## config.mk

```make
export PLATFORM = sky130hd
export DESIGN_NAME = ebreak_halt_ctrl
export DESIGN_NICKNAME = d
export VERILOG_FILES = /design/src/rtl/ebreak_halt_ctrl.sv
export SDC_FILE = /design/constraint.sdc
export NUM_CORES = 1
export LEC_CHECK = 0
export ABC_AREA = 0
export ABC_CLOCK_PERIOD_IN_PS = 22400
export CELL_PAD_IN_SITES_DETAIL_PLACEMENT = 1
export CELL_PAD_IN_SITES_GLOBAL_PLACEMENT = 1
export CORE_UTILIZATION = 38
export DETAILED_ROUTE_END_ITERATION = 7
export HOLD_SLACK_MARGIN = 0.1
export PLACE_DENSITY = 0.92
export SETUP_SLACK_MARGIN = 0.1
export SKIP_LAST_GASP = 1
export SLEW_MARGIN = 20
export SYNTH_ARGS = -nofsm -noshare
export SYNTH_HDL_FRONTEND = slang
export SYNTH_SLANG_ARGS = --single-unit
export TNS_END_PERCENT = 20
```

## constraint.sdc

```tcl
create_clock -name clk -period 22.4 [get_ports clk]
set_input_delay 2.24 -clock clk [delete_from_list [all_inputs] [get_ports clk]]
set_output_delay 2.24 -clock clk [all_outputs]
set_load 0.005 [all_outputs]
```

## src/rtl/ebreak_halt_ctrl.sv

```systemverilog
// ebreak_halt_ctrl
// Watches the commit stream for EBREAK, freezes fetch, drains in-flight work
// for a fixed window and until writeback is idle, then latches a final halted
// state (verdict, exit code, trap PC, cycle and instruction counters) for the
// simulation harness to read.
module ebreak_halt_ctrl #(
  parameter int XLEN         = 64,
  parameter int DRAIN_CYCLES = 4
) (
  input  logic            clk,
  input  logic            rst,
  input  logic            commit_valid,
  input  logic [31:0]     commit_inst,
  input  logic [XLEN-1:0] commit_pc,
  input  logic [XLEN-1:0] a0,
  input  logic            wb_busy,
  output logic            fetch_stall,
  output logic            halted,
  output logic            good_trap,
  output logic [XLEN-1:0] exit_code,
  output logic [XLEN-1:0] trap_pc,
  output logic [63:0]     cycle_cnt,
  output logic [63:0]     instr_cnt
);

  // Drain counter must hold DRAIN_CYCLES; keep at least one bit when it is 0.
  localparam int CW = (DRAIN_CYCLES < 1) ? 1 : $clog2(DRAIN_CYCLES + 1);
  localparam logic [CW-1:0] DRAIN_LOAD  = CW'(DRAIN_CYCLES);
  localparam logic [31:0]   EBREAK_INST = 32'h0010_0073;

  typedef enum logic [1:0] {
    ST_RUN   = 2'd0,
    ST_DRAIN = 2'd1,
    ST_HALT  = 2'd2
  } state_t;

  state_t          r_state;
  logic [CW-1:0]   r_drain_cnt;
  logic            r_fetch_stall;
  logic            r_halted;
  logic            r_good_trap;
  logic [XLEN-1:0] r_exit_code;
  logic [XLEN-1:0] r_trap_pc;
  logic [63:0]     r_cycle_cnt;
  logic [63:0]     r_instr_cnt;

  state_t          w_state_next;
  logic [CW-1:0]   w_drain_cnt_next;
  logic            w_fetch_stall_next;
  logic            w_halted_next;
  logic            w_good_trap_next;
  logic [XLEN-1:0] w_exit_code_next;
  logic [XLEN-1:0] w_trap_pc_next;
  logic [63:0]     w_cycle_cnt_next;
  logic [63:0]     w_instr_cnt_next;
  logic            w_is_ebreak;

  // Only an exact EBREAK encoding that actually commits starts the halt sequence.
  assign w_is_ebreak = commit_valid && (commit_inst == EBREAK_INST);

  // Next-state and next-value logic; every register holds unless its state says otherwise.
  always_comb begin
    w_state_next       = r_state;
    w_drain_cnt_next   = r_drain_cnt;
    w_fetch_stall_next = r_fetch_stall;
    w_halted_next      = r_halted;
    w_good_trap_next   = r_good_trap;
    w_exit_code_next   = r_exit_code;
    w_trap_pc_next     = r_trap_pc;
    w_cycle_cnt_next   = r_cycle_cnt;
    w_instr_cnt_next   = r_instr_cnt;

    case (r_state)
      ST_RUN: begin
        w_cycle_cnt_next = r_cycle_cnt + 64'd1;
        if (commit_valid) begin
          w_instr_cnt_next = r_instr_cnt + 64'd1;
        end
        if (w_is_ebreak) begin
          w_exit_code_next   = a0;
          w_trap_pc_next     = commit_pc;
          w_drain_cnt_next   = DRAIN_LOAD;
          w_fetch_stall_next = 1'b1;
          w_state_next       = ST_DRAIN;
        end
      end

      ST_DRAIN: begin
        w_cycle_cnt_next = r_cycle_cnt + 64'd1;
        if (r_drain_cnt != '0) begin
          w_drain_cnt_next = r_drain_cnt - 1'b1;
        end
        if ((r_drain_cnt == '0) && !wb_busy) begin
          w_halted_next    = 1'b1;
          w_good_trap_next = (r_exit_code == '0);
          w_state_next     = ST_HALT;
        end
      end

      ST_HALT: begin
        w_state_next = ST_HALT;
      end

      default: begin
        w_state_next = ST_RUN;
      end
    endcase
  end

  // State and output registers; reset clears every captured value immediately.
  always_ff @(posedge clk or posedge rst) begin
    if (rst) begin
      r_state       <= ST_RUN;
      r_drain_cnt   <= '0;
      r_fetch_stall <= 1'b0;
      r_halted      <= 1'b0;
      r_good_trap   <= 1'b0;
      r_exit_code   <= '0;
      r_trap_pc     <= '0;
      r_cycle_cnt   <= '0;
      r_instr_cnt   <= '0;
    end else begin
      r_state       <= w_state_next;
      r_drain_cnt   <= w_drain_cnt_next;
      r_fetch_stall <= w_fetch_stall_next;
      r_halted      <= w_halted_next;
      r_good_trap   <= w_good_trap_next;
      r_exit_code   <= w_exit_code_next;
      r_trap_pc     <= w_trap_pc_next;
      r_cycle_cnt   <= w_cycle_cnt_next;
      r_instr_cnt   <= w_instr_cnt_next;
    end
  end

  assign fetch_stall = r_fetch_stall;
  assign halted      = r_halted;
  assign good_trap   = r_good_trap;
  assign exit_code   = r_exit_code;
  assign trap_pc     = r_trap_pc;
  assign cycle_cnt   = r_cycle_cnt;
  assign instr_cnt   = r_instr_cnt;

endmodule

```

==> metrics.md <==
| Metric | Value |
|---|---|
| WL per Instance | 23.9 microns |
| TritonRoute pass-1 iters | 4 |
| CP Class | primary input to register |
| CP bufs+invs | 3 |
| WP data required | 22,830 ps |
| Endpoint type of the worst setup path | register |
| # hold bufs at CTS | 0 |
| Post-route ant nets | 0 |
| R2R cell count | 7 |
| RePlAce Congestion | 0.890 |
| Worst Setup EP | trap_pc[22]$_DFFE_PP0P_ |
| Sink Count | 264 |
| Final Max Tran Viols | 0 |
| RSZ-0062 raised after global routing | false |
| Port bufs | 422 |
| DIE WIDTH | 177 microns |
| Share of layout cells above drive strength 1 | 14.0% |
| Most common cell on crit path | buf_4 |
| Die area | 31,200 sq um |
| FMAX | 191 MHz |
| Least-Margin Pin Slew | 895 ps |
| Worst-case headroom to the max-slew limit | 40.4% |
| Fraction of the cycle the final worst path needs | 23.4% |
| RR Endpoint | trap_pc[22]$_DFFE_PP0P_ |
| Library cells used by synthesis | 43 |
| Largest net degree at the start of global routing | 121 |
| Initial core utilization | 38.9% |
| Synth warnings | 0 |
| GRT Overall Usage | 26.7% |
| Peak supply drop | 0.0000550 V |
| MaxCap Viol Count | 0 |
| Vias per Instance | 5.25 |
| Layout area overhead | 48.0% |
| Crit Path Max Fanout | 52 |
| CTS Buffer Depth | 3 |
| Vias in the first global route | 10,200 |
| Post-route cell area | 17,100 sq um |
| CTS resizes | 0 |
| Startpoint class of the critical path | primary input |
| Met3 usage | 7.21% |
| GRT Residual Overflow | 0 |
| DP HPWL | 29.5 mm |
| Clock Skew | 15.5 ps |
| Final worst path period need | 5240 ps |
| Final net count | 1,491 |
| # IOs | 423 |
| Root Driver | clkbuf_16 |
| Reg-to-Reg Start | r_state[0]$_DFFE_PP0P_ |
| Crit path launch | commit_valid |
| # fillers | 2,992 |
| WP data arrival | 5660 ps |
| Synth Instances | 885 |
| DR iter-0 viols | 425 |
| PD cells | 61.2 nW/um^2 |
| CTS tree | yes |
| DR vias | 9,141 |
| CP max-delay cell | buf_4 |
| Placement Rows | 63 |
| Die height | 177 microns |
| Grt peak-use layer | met2 |
| Clock latency on the worst-skew pair | 550 ps |
| Mapped Avg Cell Area | 13.1 sq um |
| CP Depth | 7 |
| First-pass GRT wire length | 63.7 mm |
| CTS clk-pin slew, worst paths | 60 ps |
| Mapped cell area | 11,600 sq um |
| Core Footprint | 29,800 sq um |
| Top cell family by delay on the critical path | buffers and inverters |
| Static Leak | 7.93 nW |
| TritonCTS Buffers | 30 |
| Total Neg Setup Slack | 0 ps |
| Hold Crit Class | register to register |
| Max incr delay on CP | 820 ps |
| Seq cells post-synth | 264 |
| H-tree lvl count | 1 |
| Crit path cell chain | clkdlybuf4s50_1, nor4b_1, nand3_1, or4_4, buf_4, buf_4, mux2_4 |
| Final setup vio count | 0 |
| Worst reg2reg setup slack | 18,740 ps |
| Mapped Nets | 1,055 |
| Final wirelength | 41.6 mm |
| DRC | 0 |
| Final hold vios | 0 |
| Placed instance area | 16,100 sq um |
| Met2 usage | 47.5% |
| Antenna violations before repair | 6 |
| Post-CTS Setup Bufs | 0 |
| GR met1 Demand/Resource | 29.3% |
| Post-synthesis sequential area ratio | 57.0% |
| Status | complete, no violations |
## per-stage QoR
stage	utilization, %	power, mW	setup slack, ps	cells	hold WS (ps)
5_1_grt	57.6	1.09	17060	1740	510
6_report	57.6	1.05	17160	1740	485
3_3_place_gp	54.2	0.564	16780	1679	452
2_1_floorplan	-	0.517	12890	885	459
3_5_place_dp	54.2	0.568	16670	1679	477
4_1_cts	57.5	1.06	17240	1734	493
## report_power, final
part	total, mW	switching, mW	internal, mW
combinational	0.0678	0.0262	0.0416
clock	0.490	0.199	0.291
sequential	0.491	0.00821	0.483
total	1.05	0.234	0.815
## kinds of logic after synthesis
group / after synthesis / synth area share [%]
mux: 131 / 15.9
buf+inv: 45 / 2.38
simple gates: 298 / 13.6
flops: 264 / 57.0
compound gates: 15 / 0.853
fa+ha+maj: 6 / 0.648
xor+xnor: 126 / 9.53
## layout by cell type, fill, tap and decap left out, types with 2 or more instances in the layout
cell type and n:
clkbuf_16 31, diode_2 6, nor4_2 2, xor2_1 59
and4_1 5, mux2_4 99, or3_1 3, buf_4 3
xnor2_1 67, inv_1 22, a21oi_1 5, and3_1 8
nor4_1 36, nor2_1 45, nor3b_1 4, nand4_1 35
nand3_1 51, nand2_1 53, or2_2 2, clkbuf_8 8
clkinv_2 4, clkdlybuf4s50_1 422, clkbuf_1 10, o21ai_0 2
nor4b_1 2, mux2_2 32, nor3_1 30, nand2b_1 3
dfrtp_1 264, and2_1 9, ha_1 6, nor2b_1 4
## routing by layer
layer  vias up  part of all wire, %
li1       3981                    -
met1      4673                   37
met2       373                   52
met3       114                  7.1
met4         0                  4.6
met5         -                    0
## final cells by class
cell class | count | area, sq um | share of cell area (%)
multi-input cells | 576 | 4710 | 27.4
inverters | 23 | 93.8 | 0.547
well taps | 390 | 488 | 2.85
repair buffers | 426 | 4260 | 24.8
clock inverters | 6 | 57.6 | 0.336
diodes | 6 | 15.0 | 0.0876
clock buffers | 49 | 923 | 5.38
flip-flops and latches | 264 | 6610 | 38.5
## Yosys cell counts
cell,number,share of area (%)
nor3_1,30,1.3
a31oi_1,1,0.054
o22ai_1,1,0.054
nor4b_1,2,0.15
and3b_1,1,0.076
nor2b_1,4,0.22
buf_12,1,0.17
nand4b_1,1,0.076
nor4_2,2,0.22
buf_6,10,0.97
or2_2,2,0.11
o211ai_1,1,0.065
xnor2_1,67,5.1
nor4_1,36,1.9
dfrtp_1,264,57
nand4_1,35,1.9
and3_1,8,0.43
o31ai_1,1,0.065
nand2_1,53,1.7
mux2_4,99,13
ha_1,6,0.65
nor4bb_1,1,0.086
a21oi_1,5,0.22
buf_4,2,0.13
mux2_2,32,3.1
nor3b_1,4,0.26
o2111ai_1,1,0.076
clkbuf_1,3,0.097
nand2b_1,3,0.16
o21ai_0,2,0.086
o221ai_1,1,0.076
buf_2,6,0.26
xor2_1,59,4.5
or4_1,2,0.13
inv_1,23,0.75
a31o_2,1,0.076
and4_1,5,0.38
and2_1,9,0.49
or3_1,3,0.16
nor4_4,1,0.18
nor2_1,45,1.5
a311o_1,1,0.086
nand3_1,51,2.2
## how the worst min path moves through the flow
stage	cells past startpoint	start	to
final	1	fetch_stall$_DFFE_PP0P_	fetch_stall$_DFFE_PP0P_
after floorplan	1	fetch_stall$_DFFE_PP0P_	fetch_stall$_DFFE_PP0P_
after global placement	1	fetch_stall$_DFFE_PP0P_	fetch_stall$_DFFE_PP0P_
after detailed placement	1	halted$_DFFE_PP0P_	halted$_DFFE_PP0P_
after CTS	1	halted$_DFFE_PP0P_	halted$_DFFE_PP0P_
after global routing	1	instr_cnt[58]$_DFFE_PP0P_	instr_cnt[58]$_DFFE_PP0P_
## sequential cells by signal, indices dropped and copies added (netlist names)
| signal | flops |
|---|---|
| fetch_stall | 1 |
| instr_cnt | 64 |
| r_state | 2 |
| trap_pc | 64 |
| exit_code | 64 |
| halted | 1 |
| cycle_cnt | 64 |
| good_trap | 1 |
| r_drain_cnt | 3 |
No activity file was read; power rests on OpenSTA's default activity.
